File: src/rtl/bin_to_bcd_seq.sv
// Sequential binary-to-BCD converter (double dabble), one result bit per clock.
// Optional macro LEADING_ZERO_BLANK_EN: leading zero digits above ones load as 4'hF.

module bin_to_bcd_dig (
    input  logic [3:0] i_d,
    output logic [3:0] o_d
);
    assign o_d = (i_d >= 4'd5) ? i_d + 4'd3 : i_d;
endmodule

module bin_to_bcd_seq #(
    parameter int WIDTH  = 8,
    parameter int DIGITS = 3
) (
    input  logic                  clk,
    input  logic                  rst_n,
    input  logic                  start,
    input  logic [WIDTH-1:0]      bin,
    output logic                  busy,
    output logic                  done,
    output logic [4*DIGITS-1:0]   bcd
);
    localparam int BW = 4 * DIGITS;
    localparam int CW = $clog2(WIDTH + 1);

`ifdef LEADING_ZERO_BLANK_EN
    localparam logic [BW-1:0] BCD_RST = {BW{1'b1}} << 4;
`else
    localparam logic [BW-1:0] BCD_RST = '0;
`endif

    typedef enum logic [1:0] {S_IDLE, S_SHIFT, S_DONE} state_t;

    state_t            r_state, w_state_nxt;
    logic [WIDTH-1:0]  r_sh;
    logic [BW-1:0]     r_scr;
    logic [CW-1:0]     r_cnt;
    logic              r_busy, r_done;
    logic [BW-1:0]     r_bcd;

    logic [BW-1:0]       w_adj;
    logic [BW+WIDTH-1:0] w_shl;
    logic [BW-1:0]       w_bcd_ld;
    logic                w_last;
`ifdef LEADING_ZERO_BLANK_EN
    logic                w_lead;
`endif

    for (genvar g = 0; g < DIGITS; g++) begin : g_dig
        bin_to_bcd_dig u_dig (.i_d(r_scr[4*g +: 4]), .o_d(w_adj[4*g +: 4]));
    end

    assign w_shl  = {w_adj, r_sh} << 1;
    assign w_last = (r_cnt == CW'(WIDTH - 1));

    always_ff @(posedge clk) begin
        if (!rst_n) r_state <= S_IDLE;
        else        r_state <= w_state_nxt;
    end

    always_comb begin
        w_state_nxt = r_state;
        case (r_state)
            S_IDLE:  if (start)  w_state_nxt = S_SHIFT;
            S_SHIFT: if (w_last) w_state_nxt = S_DONE;
            S_DONE:  w_state_nxt = S_IDLE;
            default: w_state_nxt = S_IDLE;
        endcase
    end

    always_comb begin
        w_bcd_ld = w_shl[BW+WIDTH-1:WIDTH];
`ifdef LEADING_ZERO_BLANK_EN
        w_lead = 1'b1;
        for (int i = DIGITS - 1; i >= 1; i--) begin
            if (w_lead && (w_bcd_ld[4*i +: 4] == 4'd0)) w_bcd_ld[4*i +: 4] = 4'hF;
            else                                        w_lead = 1'b0;
        end
`endif
    end

    // The final shift's result is written straight into bcd so it is
    // visible, together with done, for the whole DONE cycle.
    always_ff @(posedge clk) begin
        if (!rst_n) begin
            r_sh   <= '0;
            r_scr  <= '0;
            r_cnt  <= '0;
            r_busy <= 1'b0;
            r_done <= 1'b0;
            r_bcd  <= BCD_RST;
        end else begin
            r_busy <= (w_state_nxt != S_IDLE);
            r_done <= (w_state_nxt == S_DONE);
            case (r_state)
                S_IDLE: if (start) begin
                    r_sh  <= bin;
                    r_scr <= '0;
                    r_cnt <= '0;
                end
                S_SHIFT: begin
                    r_sh  <= w_shl[WIDTH-1:0];
                    r_scr <= w_shl[BW+WIDTH-1:WIDTH];
                    r_cnt <= r_cnt + CW'(1);
                    if (w_last) r_bcd <= w_bcd_ld;
                end
                default: ;
            endcase
        end
    end

    assign busy = r_busy;
    assign done = r_done;
    assign bcd  = r_bcd;
endmodule

File: config.mk
export PLATFORM = sky130hd
export DESIGN_NAME = bin_to_bcd_seq
export DESIGN_NICKNAME = d
export VERILOG_FILES = /design/src/rtl/bin_to_bcd_seq.sv
export SDC_FILE = /design/constraint.sdc
export NUM_CORES = 1
export LEC_CHECK = 0
export CAP_MARGIN = 40
export CORE_MARGIN = 5
export CORE_UTILIZATION = 45
export CTS_CLUSTER_DIAMETER = 100
export DETAILED_ROUTE_END_ITERATION = 8
export GPL_ROUTABILITY_DRIVEN = 1
export PLACE_DENSITY = 0.79
export SYNTH_ARGS = -nofsm -noshare
export SYNTH_HDL_FRONTEND = slang
export SYNTH_SLANG_ARGS = --single-unit
File: constraint.sdc
create_clock -name clk -period 1.7 [get_ports clk]
set_input_delay 0.425 -clock clk [delete_from_list [all_inputs] [get_ports clk]]
set_output_delay 0.425 -clock clk [all_outputs]
set_load 0.005 [all_outputs]
After elaboration in Yosys (flattened, before gate mapping)
Index checks and enable logic that the tools add are counted.
{"block": "totals", "ff_bits": 40, "out_inout_bits": 14, "ramBits": 0, "latch_bits": 0, "n_memories": 0, "mem_bits_ro": 0}
{"block": "op_classes", "shift": 0, "n_div": 0, "n_bitwise": 0, "n_reduce_logical": 5, "magnitude_cmp": 3, "eq_ne": 4, "n_addsub": 4, "multipliers": 0, "muxes": 12}
{"operator": "case mux 12 bit (2 select lines)", "count": 1}
{"operator": "case mux 8 bit (2 select lines)", "count": 1}
{"operator": "greater-or-equal comparator 4 x 3 -> 1 bit (second input constant)", "count": 3}
{"operator": "two-way mux 12 bit", "count": 1}
{"operator": "two-way mux 4 bit", "count": 3}
{"operator": "adder 4 x 2 -> 4 bit (second input constant)", "count": 2}
{"operator": "two-way mux 8 bit", "count": 1}
{"operator": "case mux 4 bit (2 select lines)", "count": 1}
{"operator": "adder 4 x 1 -> 4 bit (second input constant)", "count": 1}
{"operator": "equality test 4 x 3 -> 1 bit (second input constant)", "count": 1}
{"operator": "two-way mux 2 bit", "count": 2}
{"operator": "case mux 2 bit (2 select lines)", "count": 1}
{"operator": "AND reduction 2 bit", "count": 2}
{"operator": "nonzero test 2 bit", "count": 2}
{"operator": "adder 3 x 2 -> 3 bit (second input constant)", "count": 1}
{"operator": "two-way mux 3 bit", "count": 1}
{"operator": "equality test 2 x 1 -> 1 bit (second input constant)", "count": 1}
{"operator": "equality test 2 bit (second input constant)", "count": 1}
{"operator": "logical NOT 2 bit", "count": 1}
{"operator": "inequality test 2 bit (second input constant)", "count": 1}

Depth between registers and ports, before layout
Gate-level depths: netlist of the first run.
{"block": "logic_depth", "ltp_word": 4, "ltp_mapped": 7, "mapped_depth_nobuf": 6}

Hierarchy
Synthesis of the first run repeated with hierarchy kept, for this count alone.
{"block": "unflattened", "hier_cells": 187, "hier_area_um2": 1737.9}
{"mod": "bin_to_bcd_seq", "cells_each": 139, "seq_area_each_um2": 800.8, "n_inst": 1, "area_per_inst_um2": 1433.9}
{"mod": "bin_to_bcd_dig", "cells_each": 16, "seq_area_each_um2": 0.0, "n_inst": 3, "area_per_inst_um2": 101.3}

Least setup slack after synthesis of the first run
Ideal clock, no wire load.
{"block": "synth_timing", "path_type": "flip-flop to flip-flop", "from": "reg r_scr[4]", "to": "reg r_scr[6]", "required_ps": 1625, "path_stages_with_launch": 7, "setup_ps": 75, "slack_ps": 250, "arrival_ps": 1376, "cell_sequence": "dfxtp_1 inv_1 ha_1 nand2b_1 a21oi_1 mux2_2 o21ai_0"}
{"block": "synth_between", "elab_chain_len": 3}
{"item": "start: declaration", "line": "36", "rtl": "logic [BW-1:0] r_scr;"}
{"item": "start signal: assignment", "line": "103", "rtl": "r_scr <= w_shl[BW+WIDTH-1:WIDTH];"}
{"item": "adder 4 x 2 -> 4 bit / greater-or-equal comparator 4 x 3 -> 1 bit (equally long branches)", "line": "8", "rtl": "assign o_d = (i_d >= 4'd5) ? i_d + 4'd3 : i_d;"}
{"item": "two-way mux 4 bit *", "line": "8"}
{"item": "case mux 12 bit (2 select lines) *", "line": "95", "rtl": "case (r_state)"}
Every way passes the cells marked *; elsewhere a longest branch is shown, timed or not.
A chain may end at the register's enable or synchronous reset.

Worst setup path after layout of the first run
{"block": "layout_timing", "from": "reg r_bcd[5] (netlist: bcd[5])", "to": "out bcd[5]"}
{"item": "start: declaration", "line": "39", "rtl": "logic [BW-1:0] r_bcd;"}
{"item": "start signal: assignment", "line": "105", "rtl": "if (w_last) r_bcd <= w_bcd_ld;"}
{"item": "end: declaration", "line": "21", "rtl": "output logic [4*DIGITS-1:0] bcd"}
No word-level cell between the ends.

==> results.md, run 1 <==
* Crit-path cells: clkdlybuf4s50_1
* Wire length of the first global-routing pass at 6640 µm
* Worst Path Buf+Inv at 1
* Min-Delay Path Class: register to register
* Outcome: finished clean
* Hold Vio Cnt, Final at 0
* Fin crit share at 92.8%
* Syn Std Cell Area at 1830 µm²
* Yosys warning total at 0
* CTS max path bufs at 2
* Critical path data required time at between 1 and 1.5 ns
* Crit path kind: register to output port
* Nets at 248
* 1st-pass router iterations at 4
* I/O Buffers at 24
* Dpl cells at 273
* Seq cells post-synth at 40
* Crit path launch type: register
* Die Wd at 73.8 µm
* CTS sink cnt at 40
* Upper clock frequency limit at ~630 MHz
* Routed wire per std cell at about 14 µm
* Delay-heaviest family, CP: buffers and inverters
* Worst setup path start: bcd[5]
* Htree depth at 2
* Initial antenna violation count at 0
* Starting DRC count in detailed routing at 61
* I/O pin total at 25
* Finished Layout Cells at 281
* Global router's overall resource usage at 15.8%
* Clock Pin Slew Worst Setup and Hold Paths at 0.08 ns
* CTS tree: built
* TritonCTS Buffers at 5
* Worst-skew pair later-pin latency at 0.30 ns
* Crit path capture: bcd[5]
* PnR worst setup slack at 0.122 ns
* Initial Util at between 40% and 50%
* Crit path depth at 1
* Fraction of layout cells with a size suffix above 1 at 15.2%
* Cells after Synth at 202
* Worst-margin pin slew at 0.269 ns
* Worst setup EP type: output port
* Via density at 5.38
* IR Drop Worst-Case VDD at 0.477 mV
* Most frequent cells in the layout: 40 x dfxtp_1, 24 x clkdlybuf4s50_1, 16 x a21oi_1, 15 x o21ai_0, 13 x nand3_1
* Total congestion overflow at 0
* Dpl ws at -0.0220 ns
* N_diodes at 0
* Area Overhead vs Synth at 23.4%
* Crit path largest cell delay at roughly 0.51 ns
* Residual DRC at 0
* Max FO, Critical Path at 2
* Worst path slowest cell: clkdlybuf4s50_1
* Slew headroom at between 80 and 90%
* Total number of vias at 1512
* Post-synthesis sequential area ratio at 43.8%
* Die area at 5440 µm²
* RSZ-0062 raised after global routing: no
* Unique masters post-synth at 37
* Vias in the first global route at 1506
* DP Wirelength at 2620 µm
* Final setup viols at 0
* Largest net degree at the start of global routing at 29
* Max-Cap Viols at 0
* Pleak at ~0.88 nW
* Final Skew at 0.00493 ns
* Filler cells at 356
* Post-route ant nets at 0
* Worst path arrival time at 1.15 ns
* Pwr dens at ~800 nW/µm²
* R2r setup slk at 0.12 ns
* Reg-to-reg startpoint: r_scr[8]
* Synthesized net count at 220
* Die H at roughly 74 µm
* Std cell rows at 23
* Number of max-slew violations in the final report at 0
* Hold_ws at 0.475 ns
* Final wirelength at 3880 µm
* Root buffer cell: clkbuf_8
* Register-to-Register Path Depth at 6
* Crit Reg-Reg Endpoint: r_scr[10]
* Mean area per synthesized cell at 9.06 µm²
* Routability cong. at 0.789
* Setup bufs post-CTS at 0
* Most common cell after layout, fill and taps aside: dfxtp_1
* Core box area at 3970 µm²
* Total power at between 0.0015 and 0.002 W
* Fin crit period at 1.58 ns
-- worst min path at each step --
stage / cells past startpoint / end / slack (ns) / startpoint
finish: 2 / bcd[10] / 0.48 / bcd[10]
global route: 2 / bcd[10] / 0.51 / bcd[10]
CTS: 2 / bcd[10] / 0.48 / bcd[10]
detailed placement: 2 / bcd[1] / 0.46 / bcd[1]
global placement: 2 / bcd[1] / 0.46 / bcd[1]
floorplan: 2 / r_scr[9] / 0.44 / r_scr[9]
-- per-stage QoR --
stage               util (%)  setup TNS, ns  cell area [µm²]
detailed placement      54.2        -0.0234             2150
CTS                     56.5              0             2240
global route            56.8              0             2260
global placement        54.2        -0.0172             2150
finish                  56.8              0             2260
floorplan                  -              0             1830
-- report_power, final --
| part | total [W] | internal (W) | switching (W) |
|---|---|---|---|
| Combinational | 0.000164 | 0.0000890 | 0.0000751 |
| Clock | 0.000656 | 0.000324 | 0.000332 |
| Sequential | 0.000978 | 0.000960 | 0.0000175 |
-- cell families after synthesis --
family,synth area share (%)
multiplexers,2.39
AO/OA/AOI/OAI,21.1
flip-flops,43.8
AND/OR/NAND/NOR,19.8
buffers and inverters,6.70
XOR/XNOR,1.44
adder cells (fa/ha/maj),4.79
-- worst register-to-register path: stages (launching register included) --
cell	delay, ns
dfxtp_1	0.33
inv_1	0.09
ha_1	0.23
nand2b_1	0.10
a21oi_2	0.19
mux2_2	0.36
o21ai_0	0.17
-- sequential cells by signal, indices dropped and copies added, names as in the netlist --
name	flops
r_cnt	4
r_sh	8
r_scr	12
done	1
r_state	2
bcd	12
busy	1
-- cell type report --
cell class                 instances  area (µm²)  area share [%]
inverter                           9        33.8            1.50
clock inverter                     2        10.0           0.443
clock buffer                       6        82.6            3.66
multi-input combinational        139         920            40.7
timing repair buffer              35         348            15.4
sequential                        40         801            35.5
tap                               50        62.6            2.77
-- layer usage --
metal | GRT usage [%] | vias to the layer above | share of wire [%]
li1 | - | 768 | -
met1 | 19.7 | 712 | 47
met2 | 25.5 | 26 | 46
met3 | 3.97 | 6 | 4.4
met4 | 7.24 | 0 | 1.7
met5 | 0 | - | 0
-- synthesized netlist by cell type --
master	n	area share (%)
and4b_1	1	0.55
buf_6	3	1.8
nor2b_2	1	0.48
ha_1	7	4.8
and3_1	1	0.34
o221a_2	7	4.3
or2_1	1	0.34
mux2_2	3	1.8
o21ai_1	1	0.27
dfxtp_1	40	44
nand2_1	12	2.5
o211ai_1	1	0.41
buf_2	4	1.1
a32oi_1	1	0.48
and3b_1	1	0.48
nor2_1	9	1.8
buf_4	2	0.82
o21ai_0	15	4.1
nor2b_1	10	3.4
a21boi_0	1	0.41
nand4b_1	1	0.48
nand2b_1	4	1.4
a21oi_1	19	5.2
xnor2_1	3	1.4
clkbuf_2	1	0.27
mux2i_1	1	0.55
clkbuf_1	4	0.82
a21boi_1	2	0.82
nor3b_1	6	2.5
o211a_1	4	2.2
inv_1	9	1.8
nor3_1	4	1.1
a22oi_1	2	0.82
nand3_1	13	3.6
and2_1	1	0.34
o22ai_1	6	2.1
nand2_4	1	0.62
-- timing repair --
item,4_1_cts,5_1_grt
endpoints found under the hold margin,0,0
hold buffers,0,0
setup endpoints to repair,0,5
gates resized for setup,0,4
Power figures use the tool's default switching activity.
==> run 2, diff against run 1 <==
CTS_CLUSTER_DIAMETER = default   (was 100)
SKIP_CTS_REPAIR_TIMING = 1   (was default)
==> results of run 2 <==
The final DEF is identical to that of run 1; final timing and power are the same.
